**config.mk**
```make
export PLATFORM = sky130hd
export DESIGN_NAME = lcd_stream_ctrl
export DESIGN_NICKNAME = d
export VERILOG_FILES = /design/src/rtl/lcd_stream_ctrl.sv
export SDC_FILE = /design/constraint.sdc
export NUM_CORES = 1
export LEC_CHECK = 0
export BUFFER_PORTS_ARGS = -buffer_cell sky130_fd_sc_hd__buf_2
export CAP_MARGIN = 20
export CORE_MARGIN = 8
export CORE_UTILIZATION = 47
export DETAILED_ROUTE_END_ITERATION = 6
export SYNTH_ARGS = -nofsm -noshare
export SYNTH_HDL_FRONTEND = slang
export SYNTH_SLANG_ARGS = --single-unit
```
**constraint.sdc**
```tcl
create_clock -name clk -period 8.15 [get_ports clk]
set_clock_uncertainty 0.2 [all_clocks]
set_input_delay 0.815 -clock clk [delete_from_list [all_inputs] [get_ports clk]]
set_output_delay 0.815 -clock clk [all_outputs]
set_load 0.1 [all_outputs]
```
**src/rtl/lcd_stream_ctrl.sv**
```systemverilog
// rtl/lcd_stream_ctrl.sv - HD44780 character LCD controller fed by a valid/ready byte stream
module lcd_stream_ctrl #(
    parameter int DATA_4BIT = 0,
    parameter int COLS      = 16,
    parameter int ROWS      = 2,
    parameter int EN_CYCLES = 25,
    parameter int CMD_WAIT  = 2000,
    parameter int CLR_WAIT  = 82000,
    parameter int PWR_WAIT  = 750000
) (
    input  logic       clk,
    input  logic       rst,
    input  logic [7:0] in_data,
    input  logic       in_valid,
    output logic       in_ready,
    output logic [7:0] lcd_data,
    output logic       lcd_rs,
    output logic       lcd_rw,
    output logic       lcd_en,
    output logic       init_done
);
    typedef enum logic [2:0] {
        S_PWR, S_IDLE, S_ACCEPT, S_DECODE, S_SETUP, S_PULSE, S_GAP, S_WAIT
    } state_t;

    localparam logic [2:0] LAST_INIT = (DATA_4BIT != 0) ? 3'd7 : 3'd6;

    // Returns {single_nibble, long_wait, byte} for each step of the power-on sequence.
    function automatic logic [9:0] init_op(input logic [2:0] idx);
        if (DATA_4BIT != 0) begin
            case (idx)
                3'd0:    init_op = {2'b11, 8'h30};
                3'd1:    init_op = {2'b10, 8'h30};
                3'd2:    init_op = {2'b10, 8'h30};
                3'd3:    init_op = {2'b10, 8'h20};
                3'd4:    init_op = {2'b00, 8'h28};
                3'd5:    init_op = {2'b00, 8'h0C};
                3'd6:    init_op = {2'b00, 8'h06};
                default: init_op = {2'b01, 8'h01};
            endcase
        end else begin
            case (idx)
                3'd0:    init_op = {2'b01, 8'h30};
                3'd1:    init_op = {2'b00, 8'h30};
                3'd2:    init_op = {2'b00, 8'h30};
                3'd3:    init_op = {2'b00, 8'h38};
                3'd4:    init_op = {2'b00, 8'h0C};
                3'd5:    init_op = {2'b00, 8'h06};
                default: init_op = {2'b01, 8'h01};
            endcase
        end
    endfunction

    state_t      state_q, state_d;
    logic [31:0] cnt_q, cnt_d, lim;
    logic [7:0]  op_byte_q, op_byte_d, byte_q, byte_d;
    logic        op_rs_q, op_rs_d, op_long_q, op_long_d, op_single_q, op_single_d;
    logic        nib_lo_q, nib_lo_d, pend_q, pend_d, done_q, done_d;
    logic [2:0]  init_idx_q, init_idx_d;
    logic        row_q, row_d, next_row;
    logic [5:0]  col_q, col_d;
    logic        cnt_last;

    assign next_row = (ROWS == 2) ? ~row_q : 1'b0;

    always_comb begin
        case (state_q)
            S_PWR:         lim = 32'(PWR_WAIT);
            S_PULSE, S_GAP: lim = 32'(EN_CYCLES);
            S_WAIT:        lim = op_long_q ? 32'(CLR_WAIT) : 32'(CMD_WAIT);
            default:       lim = 32'd1;
        endcase
    end
    assign cnt_last = (cnt_q == lim - 32'd1);

    always_comb begin
        state_d     = state_q;
        cnt_d       = cnt_q + 32'd1;
        op_byte_d   = op_byte_q;
        op_rs_d     = op_rs_q;
        op_long_d   = op_long_q;
        op_single_d = op_single_q;
        nib_lo_d    = nib_lo_q;
        pend_d      = pend_q;
        done_d      = done_q;
        init_idx_d  = init_idx_q;
        byte_d      = byte_q;
        row_d       = row_q;
        col_d       = col_q;
        case (state_q)
            S_PWR: if (cnt_last) begin
                {op_single_d, op_long_d, op_byte_d} = init_op(3'd0);
                op_rs_d    = 1'b0;
                nib_lo_d   = 1'b0;
                init_idx_d = 3'd0;
                state_d    = S_SETUP;
            end
            S_IDLE: if (in_valid) begin
                byte_d  = in_data;
                state_d = S_ACCEPT;
            end
            S_ACCEPT: state_d = S_DECODE;
            S_DECODE: begin
                state_d = S_IDLE;
                if (byte_q >= 8'h20 && byte_q <= 8'h7E) begin
                    // Position the cursor explicitly before every character.
                    {op_single_d, op_long_d, op_rs_d, nib_lo_d} = 4'b0000;
                    op_byte_d = {1'b1, row_q, col_q};
                    pend_d    = 1'b1;
                    state_d   = S_SETUP;
                end else if (byte_q == 8'h0A) begin
                    col_d = 6'd0;
                    row_d = next_row;
                end else if (byte_q == 8'h0C) begin
                    {op_single_d, op_rs_d, nib_lo_d} = 3'b000;
                    op_long_d = 1'b1;
                    op_byte_d = 8'h01;
                    row_d     = 1'b0;
                    col_d     = 6'd0;
                    state_d   = S_SETUP;
                end
            end
            S_SETUP: state_d = S_PULSE;
            S_PULSE: if (cnt_last) begin
                if (DATA_4BIT != 0 && !op_single_q && !nib_lo_q) state_d = S_GAP;
                else state_d = S_WAIT;
            end
            S_GAP: if (cnt_last) begin
                nib_lo_d = 1'b1;
                state_d  = S_SETUP;
            end
            S_WAIT: if (cnt_last) begin
                if (!done_q) begin
                    if (init_idx_q == LAST_INIT) begin
                        done_d  = 1'b1;
                        row_d   = 1'b0;
                        col_d   = 6'd0;
                        state_d = S_IDLE;
                    end else begin
                        init_idx_d = init_idx_q + 3'd1;
                        {op_single_d, op_long_d, op_byte_d} = init_op(init_idx_q + 3'd1);
                        nib_lo_d = 1'b0;
                        state_d  = S_SETUP;
                    end
                end else if (pend_q) begin
                    {op_single_d, op_long_d, nib_lo_d, pend_d} = 4'b0000;
                    op_rs_d   = 1'b1;
                    op_byte_d = byte_q;
                    state_d   = S_SETUP;
                end else begin
                    if (op_rs_q) begin
                        if (col_q == 6'(COLS - 1)) begin
                            col_d = 6'd0;
                            row_d = next_row;
                        end else begin
                            col_d = col_q + 6'd1;
                        end
                    end
                    state_d = S_IDLE;
                end
            end
            default: state_d = S_PWR;
        endcase
        if (state_d != state_q) cnt_d = 32'd0;
    end

    always_ff @(posedge clk) begin
        if (rst) begin
            state_q     <= S_PWR;
            cnt_q       <= 32'd0;
            op_byte_q   <= 8'h00;
            op_rs_q     <= 1'b0;
            op_long_q   <= 1'b0;
            op_single_q <= 1'b0;
            nib_lo_q    <= 1'b0;
            pend_q      <= 1'b0;
            done_q      <= 1'b0;
            init_idx_q  <= 3'd0;
            byte_q      <= 8'h00;
            row_q       <= 1'b0;
            col_q       <= 6'd0;
        end else begin
            state_q     <= state_d;
            cnt_q       <= cnt_d;
            op_byte_q   <= op_byte_d;
            op_rs_q     <= op_rs_d;
            op_long_q   <= op_long_d;
            op_single_q <= op_single_d;
            nib_lo_q    <= nib_lo_d;
            pend_q      <= pend_d;
            done_q      <= done_d;
            init_idx_q  <= init_idx_d;
            byte_q      <= byte_d;
            row_q       <= row_d;
            col_q       <= col_d;
        end
    end

    assign in_ready  = (state_q == S_IDLE);
    assign lcd_en    = (state_q == S_PULSE);
    assign lcd_rs    = op_rs_q;
    assign lcd_rw    = 1'b0;
    assign init_done = done_q;
    assign lcd_data  = (DATA_4BIT != 0) ?
                       {(nib_lo_q ? op_byte_q[3:0] : op_byte_q[7:4]), 4'h0} : op_byte_q;
endmodule
```
==> qor.yml, run 1 <==
drt_iter0_drc: 273
gp_congestion: 0.799
yosys_most_used_dff: "dfxtp_1"
syn_area_per_cell_um2: 8.00
relSlewSlack_pct: 32.8
layout.nets: 479
synth_top_area_share_pct: 35.9
critPathCaptureType: "flip-flop"
critPathMaxFanout: 31
syn-cell-area_mm2: 0.00362
grt_pass1_wl_um: 14500
io_pins: 24
leakagePower_nw: 1.51
crit_slowest_cell: "dfxtp_1"
drv_cap: 0
die_w_um: 104
wl_per_cell_um: 15.3
fin_util_pct: 51.9
power_density_mw_per_mm2: 155
reg2reg_depth: 7
synth_xor_xnor_area_share_pct: 7.97
n_antenna_cell: 0
rows: 32
cp.arrival_ps: 3820
synth.yosys.seq_area_share_pct: 35.9
cts-root-buf: "clkbuf_8"
syn_inst: 453
synth_fa_ha_area_share_pct: 2.42
filler_cell_count: 774
ys_top_cells_by_area: "dfxtp_1, nor2_1, nand2_1, xor2_1, a21oi_1"
met3_length_um: 347
drt_pass1_iterations: 4
netlist_top_cells_count: "dfxtp_1, nor2_1, nand2_1"
yosysWarnings: 0
path_cells: "and3_1 -> nand2_1 -> a22oi_2 -> nand4b_4 -> a21o_1 -> nand2_1 -> nor2_1"
synth_mux_area_share_pct: 2.28
num_vias: 3146
dieArea_mm2: 0.0108
tns_ps: 0
max_freq_mhz: 261
r2r_start: "state_q[2]"
clk_path_buf_depth: 2
rrSetupSlack_ps: 4320
clk_pin_slew_ps: 80
max_stage_delay_ps: 940
cts_tree: "done"
wl_met1_um: 4500
port_buffers: 22
hold_end: "lcd_data[3]"
synth-compound-area-share_pct: 17.3
status: "complete, no violations"
post-dp-hpwl_um: 6140
slew_violations: 0
worstSkewPairLatency_ps: 350
synth_top_family_by_area: "simple AND/OR/NAND/NOR gates"
vdd_drop_max_mv: 0.0931
rsz0062_at_grt: "no"
grt_util_all_layers_pct: 16.2
crit_top_cell: "nand2_1"
initial_core_util_pct: 47.6
top_layer: "met4"
ant_nets: 0
drc: 0
overflow: 0
antenna_found_initial: 0
placed_area_mm2: 0.00376
ctsResizeCount: 0
synth_top_area_cell: "dfxtp_1"
synth_edf_count: 0
worstPathRequired_ps: 8150
grt_max_degree: 32
ctsHoldBuffers: 0
htreeDepth: 3
r2r-end: "cnt_q[11]"
ys_ff_latch: 65
period_minus_slack_ps: 3830
hold_path.class: "flip-flop to flip-flop"
synth-simple-area-share_pct: 29.6
final_layout_size_suffix_gt1_share_pct: 11.6
yosysMostFrequentCell: "dfxtp_1"
numCtsBuffers: 9
synth_cell_types: 68
path_class: "flip-flop to flip-flop"
design_area_mm2: 0.00395
clkSinkCount: 65
tightestPinTransition_ps: 1010
coreArea_mm2: 0.00761
cp-start-kind: "flip-flop"
via_per_inst: 5.54
final-setup-viol-count: 0
wirelength_um: 8680
hold_viol: 0
hold_depth: 2
cts_setup_buffers: 0
syn_nets: 471
period_share_pct: 47.0
hp-start: "lcd_data[3]"
async_reset_ff_share_pct: 0
chipHeight_um: 104
syn_to_final_growth_pct: 9.01
wl_met2_um: 3730
grt_pass1_vias: 2891
[per-stage QoR]
step	hold WS [ps]	setup WS (ps)	power, mW	instances
finish	262	4320	0.614	568
global route	278	4020	0.637	568
CTS	263	4330	0.619	568
detailed placement	251	4310	0.342	552
global placement	246	4450	0.342	552
floorplan	233	4980	0.338	453
[layout make-up]
type	instances	area (µm²)	area share (%)
Tap cell	102	128	3.23
Sequential cell	65	1300	32.9
Inverter	12	45.0	1.14
Clock inverter	6	67.6	1.71
Multi-Input combinational cell	350	2160	54.8
Timing Repair Buffer	23	118	2.98
Clock buffer	10	128	3.23
[layer usage]
| metal | up-vias | track usage, % |
|---|---|---|
| met2 | 47 | 23.2 |
| met3 | 9 | 3.47 |
| met5 | - | 0 |
| met1 | 1477 | 23.1 |
| li1 | 1613 | - |
| met4 | 0 | 6.20 |
[sequential cells by signal, summed over array words and instances, names as in the netlist]
| register | count |
|---|---|
| cnt_q | 32 |
| byte_q | 8 |
| col_q | 6 |
| lcd_rs | 1 |
| pend_q | 1 |
| row_q | 1 |
| state_q | 3 |
| init_idx_q | 3 |
| init_done | 1 |
| op_long_q | 1 |
| lcd_data | 8 |
[worst max path at each step]
stage               depth (start not counted)         to  startpoint  slack [ps]
floorplan                                   4   in_ready  state_q[2]        4980
global placement                            7   cnt_q[8]  state_q[2]        4450
detailed placement                          7   cnt_q[5]  state_q[2]        4310
CTS                                         7   cnt_q[5]  state_q[2]        4330
global route                                7  cnt_q[21]  state_q[2]        4020
finish                                      7  cnt_q[11]  state_q[2]        4320
[cell families (layout without fill, tap and decap cells)]
kind of cell / Yosys count / in the layout
AND/OR/NAND/NOR: 209 / 209
AO/OA/AOI/OAI: 92 / 92
flip-flops: 65 / 65
buffers and inverters: 38 / 51
XOR/XNOR: 33 / 33
multiplexers: 8 / 8
adder cells (fa/ha/maj): 7 / 7
other: 1 / 1
[worst max-delay path: cells and delay by family, from the launching register on]
family	cells	cell delay, ps
AO/OA/AOI/OAI	2	520
AND/OR/NAND/NOR	5	1990
flip-flops	1	940
[cells in the final DEF, fill, tap and decap left out, types with 3 or more instances in the layout]
cell type  count
inv_1         12
a21oi_1       27
o21ai_0       13
xnor2_1       13
nor4_1         5
a31oi_1        3
o22ai_1        3
nand3_1       19
and2_1         5
a211oi_1       4
dfxtp_1       65
nand4_1       11
nand2_1       52
nor2b_1        5
a22o_1         3
ha_1           7
a221oi_1       4
xor2_1        20
a311oi_1       4
mux2i_1        6
clkbuf_8       9
and3_1        13
a21o_1         4
a211o_1        3
o21a_1         5
buf_2         22
nand2b_1       7
nor2_1        60
nor3_1         8
[power breakdown]
part,total (mW),switching [mW],leakage [nW],internal (mW)
Combinational,0.0141,0.00997,0.890,0.00416
Clock,0.280,0.138,0.0929,0.142
Sequential,0.320,0.00150,0.524,0.319
(Power assumes the default switching activity.)
==> run 2: changes to the inputs <==
==> constraint.sdc (replaced) <==
create_clock -name clk -period 3.95 [get_ports clk]
set_clock_uncertainty 0.2 [all_clocks]
set_input_delay 0.395 -clock clk [delete_from_list [all_inputs] [get_ports clk]]
set_output_delay 0.395 -clock clk [all_outputs]
set_load 0.1 [all_outputs]
==> run 2 against run 1 <==
  * Cell count is 0.70% higher
  * Flip-flop and latch count unchanged
  * Combinational power grew 110%
  * Fmax is 17% higher
  * Register-to-register slack lost 3700 ps
  * Worst setup slack worse by 3700 ps
  * Clock power up 130%
==> qor.yml, run 2 (synthesis results as in run 1) <==
final_cell_mix: "dfxtp_1, nor2_1, nand2_1"  # unchanged
area.sequential_mm2: 0.00130  # unchanged
num_vias: 3183  # was 3146
clkSinkCount: 65  # unchanged
hp-start: "in_data[3]"  # was lcd_data[3]
drv_cap: 0  # unchanged
numCtsBuffers: 9  # unchanged
max_freq_mhz: 305  # was 261 MHz
switching_share_pct: 21.7  # was 24.3%
power.internal_mw: 1.05  # was 465 µW
p_sw_uw: 292  # was 149 µW
final-setup-viol-count: 0  # unchanged
cts-root-buf: "clkbuf_8"  # unchanged
worstSkewPairLatency_ps: 350  # about the same
combPwrFrac_pct: 2.3  # about the same
via_per_inst: 5.56  # was 5.54
largest_reg_flops: 32  # unchanged
drt_iter0_drc: 210  # was 273
cp.arrival_ps: 3330  # was 3820 ps
wirelength_um: 8540  # was 8680 µm
wl_per_cell_um: 14.9  # was 15.3 µm
clk_pin_slew_ps: 80  # about the same
hold_viol: 0  # unchanged
relSlewSlack_pct: 54.7  # was 32.8%
grt_pass1_vias: 2937  # was 2891
tns_ps: 0  # unchanged
path_class: "flip-flop to flip-flop"  # unchanged
rows: 32  # unchanged
r2r_start: "state_q[2]"  # unchanged
place_ws_ps: 653  # was 4310 ps
fin_hold_ws_ps: 79.0  # was 262 ps
critPathMaxFanout: 20  # was 31
syn_to_final_growth_pct: 10.8  # was 9.01%
worst_slack_ps: 671  # was 4320 ps
chipHeight_um: 104  # unchanged
cts_setup_buffers: 0  # unchanged
htreeDepth: 3  # unchanged
coreArea_mm2: 0.00761  # unchanged
critPathCaptureType: "flip-flop"  # unchanged
rrSetupSlack_ps: 670  # was 4320 ps
initial_core_util_pct: 47.6  # unchanged
final_layout_size_suffix_gt1_share_pct: 12.6  # was 11.6%
period_share_pct: 83.0  # was 47.0%
grt_max_degree: 32  # unchanged
period_minus_slack_ps: 3280  # was 3830 ps
worstPathRequired_ps: 4000  # was 8150 ps
hold_end: "byte_q[3]"  # was lcd_data[3]
status: "complete, no violations"  # unchanged
tightestPinTransition_ps: 679  # was 1010 ps
ctsHoldBuffers: 0  # unchanged
ctsResizeCount: 0  # unchanged
filler_cell_count: 777  # was 774
multi_input_area_mm2: 0.00216  # unchanged
grt_util_all_layers_pct: 16.1  # was 16.2%
grt_pass1_wl_um: 14500  # unchanged
die_w_um: 104  # unchanged
gp_congestion: 0.831  # was 0.799
post-dp-hpwl_um: 6110  # was 6140 µm
layout.nets: 483  # was 479
overflow: 0  # unchanged
top_register: "cnt_q"  # unchanged
vdd_drop_max_mv: 0.185  # was 0.0931 mV
hold_path.class: "input pin to flip-flop"  # was flip-flop to flip-flop
ant_nets: 0  # unchanged
n_antenna_cell: 0  # unchanged
r2r-end: "op_long_q"  # was cnt_q[11]
drt_pass1_iterations: 4  # unchanged
cts_tree: "done"  # unchanged
rsz0062_at_grt: "no"  # unchanged
seq_power_share_pct: 49.1  # was 52.1%
dieArea_mm2: 0.0108  # unchanged
clock_power_share_pct: 48.7  # was 45.6%
port_buffers: 22  # unchanged
leakagePower_nw: 1.55  # was 1.51 nW
io_pins: 24  # unchanged
drc: 0  # unchanged
clk_path_buf_depth: 2  # unchanged
layout_commonest_cell: "dfxtp_1"  # unchanged
reg2reg_depth: 7  # unchanged
hold_depth: 3  # was 2
slew_violations: 0  # unchanged
power_density_mw_per_mm2: 335  # was 155 mW/mm²
cp-start-kind: "flip-flop"  # unchanged
antenna_found_initial: 0  # unchanged
## run 2: changes by cell type in the layout (fill, tap and decap cells not counted), sizes merged
| cell | delta |
|---|---|
| buf | +4 |
| bufinv | +1 |
| clkbuf | +1 |
| clkinvlp | -1 |
| inv | -1 |
## run 2: through the flow
step                power [mW]  util [%]  instances  cell area (µm²)
floorplan                0.697         -        453             3620
global placement         0.706      49.8        556             3790
detailed placement       0.707      49.8        556             3790
CTS                       1.36      52.8        572             4020
global route              1.39      52.8        572             4020
finish                    1.35      52.8        572             4020
## run 2: area by class of cell
cell class	count	share of cell area, %
Multi-Input combinational cell	350	53.9
Sequential cell	65	32.4
Clock buffer	11	3.77
Timing Repair Buffer	27	3.68
Tap cell	102	3.18
Clock inverter	5	1.93
Inverter	12	1.12
## run 2: metal layers
metal	vias to the layer above	global-route usage [%]	wire length [µm]
met5	-	0	0
met4	0	6.51	133
met3	13	3.10	374
met2	64	23.4	3620
met1	1479	22.7	4410
li1	1627	-	-
## run 2: power by group through the flow
stage	logic [mW]	registers (mW)	clock network, mW
2_1_floorplan	0.0218	0.675	0
3_3_place_gp	0.0304	0.676	0
3_5_place_dp	0.0305	0.676	0
4_1_cts	0.0306	0.661	0.673
5_1_grt	0.0335	0.661	0.700
6_report	0.0303	0.661	0.655
## run 2: worst max path at each step
stage	from	end	slack, ps	cells after the start
2_1_floorplan	state_q[2]	byte_q[2]	850	7
3_3_place_gp	state_q[2]	lcd_data[6]	760	7
3_5_place_dp	state_q[2]	lcd_data[6]	650	7
4_1_cts	state_q[2]	op_long_q	640	7
5_1_grt	state_q[1]	op_long_q	420	7
6_report	state_q[2]	op_long_q	670	7
## run 2: worst max-delay path, stage by stage, from the launching register on
cell and delay, ps:
dfxtp_1 750, and4b_4 370, mux2_2 350, nor4_2 360, nand4b_4 290, o22ai_2 400
a21oi_2 160, a221oi_1 320
